--- src/rtl/pipe_reg_sf.sv ---
// Parametrised pipeline stage register with stall, flush, per-stage valid,
// registered occupancy and a saturating stall-cycle counter.
module pipe_reg_sf #(
  parameter int               WIDTH = 32,
  parameter int               DEPTH = 1,
  parameter logic [WIDTH-1:0] NOP   = '0,
  localparam int              OCC_W = $clog2(DEPTH + 1)
) (
  input  logic             clk,
  input  logic             rst_n,
  input  logic             en,
  input  logic             flush,
  input  logic             vi,
  input  logic [WIDTH-1:0] di,
  output logic             vo,
  output logic [WIDTH-1:0] dout,
  output logic [OCC_W-1:0] occ,
  output logic [15:0]      stall_cnt
);

  // Valid semantics: vi qualifies di on an advancing edge (en=1, flush=0);
  // there is no back-pressure, the hazard unit stalls via en. vo qualifies
  // dout every cycle. The output data port is named dout because "do" is a
  // reserved word.

  logic [WIDTH-1:0] d_q    [DEPTH];
  logic [WIDTH-1:0] d_next [DEPTH];
  logic [DEPTH-1:0] v_q;
  logic [DEPTH-1:0] v_next;
  logic [OCC_W-1:0] occ_next;

  always_comb begin
    d_next   = d_q;
    v_next   = v_q;
    occ_next = '0;
    if (flush) begin
      for (int k = 0; k < DEPTH; k++) d_next[k] = NOP;
      v_next = '0;
    end else if (en) begin
      for (int k = DEPTH - 1; k > 0; k--) begin
        d_next[k] = d_q[k-1];
        v_next[k] = v_q[k-1];
      end
      v_next[0] = vi;
      // Invalid inputs are replaced by NOP so stale data never travels down.
      d_next[0] = vi ? di : NOP;
    end
    for (int k = 0; k < DEPTH; k++) occ_next = occ_next + OCC_W'(v_next[k]);
  end

  always_ff @(posedge clk) begin
    if (!rst_n) begin
      for (int k = 0; k < DEPTH; k++) d_q[k] <= NOP;
      v_q       <= '0;
      occ       <= '0;
      stall_cnt <= '0;
    end else begin
      d_q <= d_next;
      v_q <= v_next;
      occ <= occ_next;
      // A flush coinciding with a stall is not counted as a stalled cycle.
      if (!flush && !en && stall_cnt != 16'hFFFF) stall_cnt <= stall_cnt + 16'd1;
    end
  end

  assign vo   = v_q[DEPTH-1];
  assign dout = d_q[DEPTH-1];

endmodule

--- config.mk ---
export PLATFORM = sky130hd
export DESIGN_NAME = pipe_reg_sf
export DESIGN_NICKNAME = d
export VERILOG_FILES = /design/src/rtl/pipe_reg_sf.sv
export SDC_FILE = /design/constraint.sdc
export NUM_CORES = 1
export LEC_CHECK = 0
export CAP_MARGIN = 20
export CORE_MARGIN = 4
export CORE_UTILIZATION = 46
export CTS_BUF_LIST = sky130_fd_sc_hd__clkbuf_4 sky130_fd_sc_hd__clkbuf_8
export CTS_CLUSTER_SIZE = 14
export DETAILED_ROUTE_END_ITERATION = 6
export MAX_ROUTING_LAYER = met4
export PLACE_DENSITY_LB_ADDON = 0.05
export SKIP_CTS_REPAIR_TIMING = 1
export SLEW_MARGIN = 40
export SYNTH_ARGS = -nofsm -noshare
export SYNTH_HDL_FRONTEND = slang
export SYNTH_SLANG_ARGS = --single-unit
--- constraint.sdc ---
create_clock -name clk -period 5.3 [get_ports clk]
set_input_delay 1.59 -clock clk [delete_from_list [all_inputs] [get_ports clk]]
set_output_delay 1.59 -clock clk [all_outputs]
set_load 0.01 [all_outputs]
==> results.md <==
- Status: finished clean
- Unrepaired setup endpoints after global routing: no
- CTS tree: done
- Final Total Pwr: roughly 0.68 mW
- Clock power frac: between 30 and 40%
- Register clock-pin slew on the reported worst setup and hold paths: about 90 ps
- Floorplan row count: 23
- Commonest non-fill, non-tap cell in the layout: clkdlybuf4s50_1
- Pre-CTS WS: around 1500 ps
- Slowest cell on crit path: or4_4
- Switching part of the total: between 20% and 30%
- Initial Util: around 48%
- WHS: 509 ps
- Hold Crit Class: reg2reg
- Total Nets Final: between 300 and 400
- Die width: just over 70 um
- R2R Path Start: stall_cnt[0]
- Crit path cell chain: clkdlybuf4s50_1 -> or2_1 -> or4_4 -> or4_1 -> a21oi_1
- DRT Pass-1 Iters: 4
- Core area: around 4000 um2
- Setup crit end kind: flip-flop
- Final hold vios: 0
- Storage element area: slightly below 1000 um2
- Number of global-route vias before repair: roughly 1600
- Max_slew headroom: 47.7%
- Syn Nets: 246
- Clk sinks: between 40 and 50
- # DRC: 0
- Slowest Stage Delay on Critical Path: ~610 ps
- Vias per std cell: between 5 and 6
- Avg WL per Cell: about 14 um
- Synthesized instance count: ~210
- Int Power: between 0.5 and 0.6 mW
- Pleak: roughly 1 nW
- Clock Latency Late Sink: roughly 290 ps
- CP Data Arrival Time: approximately 3700 ps
- Tmin final: between 3000 and 4000 ps
- CTS Root Cell: clkbuf_8
- Final Cycle Share: 65.6%
- CP top delay family: simple AND/OR/NAND/NOR gates
- Mean Syn Cell Area: between 9 and 10 um2
- Seq pwr share: 55.8%
- Filler Cell Count: 323
- Ys Warns: 0
- Max IR drop VDD: around 0.18 mV
- Worst-path fanout max: 14
- Largest net degree at the start of global routing: 34
- CP startpoint kind: primary input
- Multi-input logic area: ~860 um2
- DIE AREA: around 5200 um2
- Antenna diodes: 0
- Fmax: 288 MHz
- Final setup viols: 0
- Layout Cells excl Fill: approximately 340
- Most frequent cells in the layout: clkdlybuf4s50_1, dfxtp_1, nor2_1, a22oi_1, a21oi_1
- GRT overflow: 0
- IO Pins: 87
- Initial drt markers: 119
- Area grow syn2layout: 51.0%
- Setup TNS: 0 ps
- Hold wc startpoint: stall_cnt[15]
- Crit Path Class: in2reg
- Combinational cell fraction of total power: a little over a tenth
- Total track usage: a little under a fifth
- Initial antenna violation count: 0
- Worst EP required: 5530 ps
- Die height: a little over 70 um
- First-pass GRT wire length: about 7400 um
- CTS max path bufs: 2
- Vias post-DR: roughly 1800
- Final GP Congestion: 0.756
- IO Port Bufs: between 80 and 90
- Fin Clk Skew: around 3.3 ps
- Final slew viol count: 0
- Maxcap violations: 0
- Share of cells above drive strength 1: 4.88%
- PD cells: ~230 nW/um2
- Number of buffers created by CTS: 5
- Post-Syn Area: 1910 um2
- Netlist cell types: 34
- Worst setup margin: 1820 ps
- Sequential share of the synthesized area: 51.4%
- Worst path buffer plus inverter count: 1
- Sw Pwr: 0.155 mW
- DP Wirelength: 3370 um
- Worst slew pin tran: approximately 800 ps
- Routed Antenna Nets: 0
- DP Cell Count: about 330
- CTS H-Tree Depth: 2
- #FFs+latches synth: 49
- Worst Setup SP: en
- Detailed Route WL: approximately 4700 um
-- metal layers --
layer	track usage (%)	routed length [um]	vias up	share of wire [%]
li1	-	-	926	-
met1	24.6	2190	848	46
met2	25.5	2120	65	45
met3	6.51	384	2	8.1
met4	4.92	23	0	0.49
met5	-	0	-	0
-- sequential cells by signal, indices dropped and copies added (netlist names) --
register,count
dout,32
stall_cnt,16
vo,1
-- final timing paths --
check	to	slack (ps)	depth (start not counted)
max	stall_cnt[15]	1820	5
min reg2reg	stall_cnt[15]	510	2
min	stall_cnt[15]	510	2
max reg2reg	stall_cnt[7]	3320	5
-- cell type report --
class                           instances  area share (%)
Sequential cell                        49            34.0
Timing Repair Buffer                   87            30.1
Multi-Input combinational cell        139            29.8
Clock buffer                            6            2.87
Tap cell                               50            2.17
Inverter                                4           0.521
Clock inverter                          2           0.478
-- power groups by stage --
stage | logic [mW] | clock network (mW) | registers, mW
2_1_floorplan | 0.0258 | 0 | 0.389
4_1_cts | 0.0721 | 0.236 | 0.377
3_3_place_gp | 0.0710 | 0 | 0.386
6_report | 0.0715 | 0.227 | 0.377
5_1_grt | 0.0773 | 0.252 | 0.379
3_5_place_dp | 0.0719 | 0 | 0.386
-- cells by family after synthesis --
logic type,Yosys count,synth area share [%]
simple gates,75,20.3
compound gates,60,22.1
flops,49,51.4
buf+inv,20,4.13
xor+xnor,2,0.918
mux,1,0.525
fa+ha+maj,1,0.656
-- cells in the mapped netlist --
cell	number	area [um2]
a21oi_1	10	50.1
a22oi_1	32	240
and2_1	1	6.26
and3_1	1	6.26
and4_1	2	17.5
buf_1	1	3.75
buf_4	1	7.51
clkbuf_1	14	52.6
dfxtp_1	49	981
ha_1	1	12.5
inv_1	4	15.0
mux2i_1	1	10.0
nand2_1	6	22.5
nand2b_1	2	12.5
nand3_1	4	20.0
nand3b_1	1	7.51
nand4_1	6	37.5
nand4_2	1	12.5
nor2_1	36	135
nor4_1	3	18.8
nor4_2	1	12.5
o2111ai_1	1	8.76
o211a_1	1	10.0
o21a_1	1	7.51
o21ai_0	6	30.0
o311ai_0	3	26.3
o31a_1	1	8.76
o31ai_1	3	22.5
o41ai_1	2	17.5
or2_1	1	6.26
or3_1	6	37.5
or4_1	3	22.5
or4_4	1	11.3
xor2_1	2	17.5
-- worst register-to-register path: cells and delay by family (launching register included) --
| kind | cells | cell delay, ps |
|---|---|---|
| and+or+nand+nor | 2 | 890 |
| AOI/OAI and AO/OA | 2 | 330 |
| DFF | 1 | 440 |
| adders and majority gates | 1 | 210 |
-- stage by stage --
step                util, %  area [um2]
detailed placement     69.6        2790
floorplan                 -        1910
finish                 72.0        2880
global route           72.0        2880
CTS                    72.0        2880
global placement       69.4        2780
(Power assumes the default switching activity.)
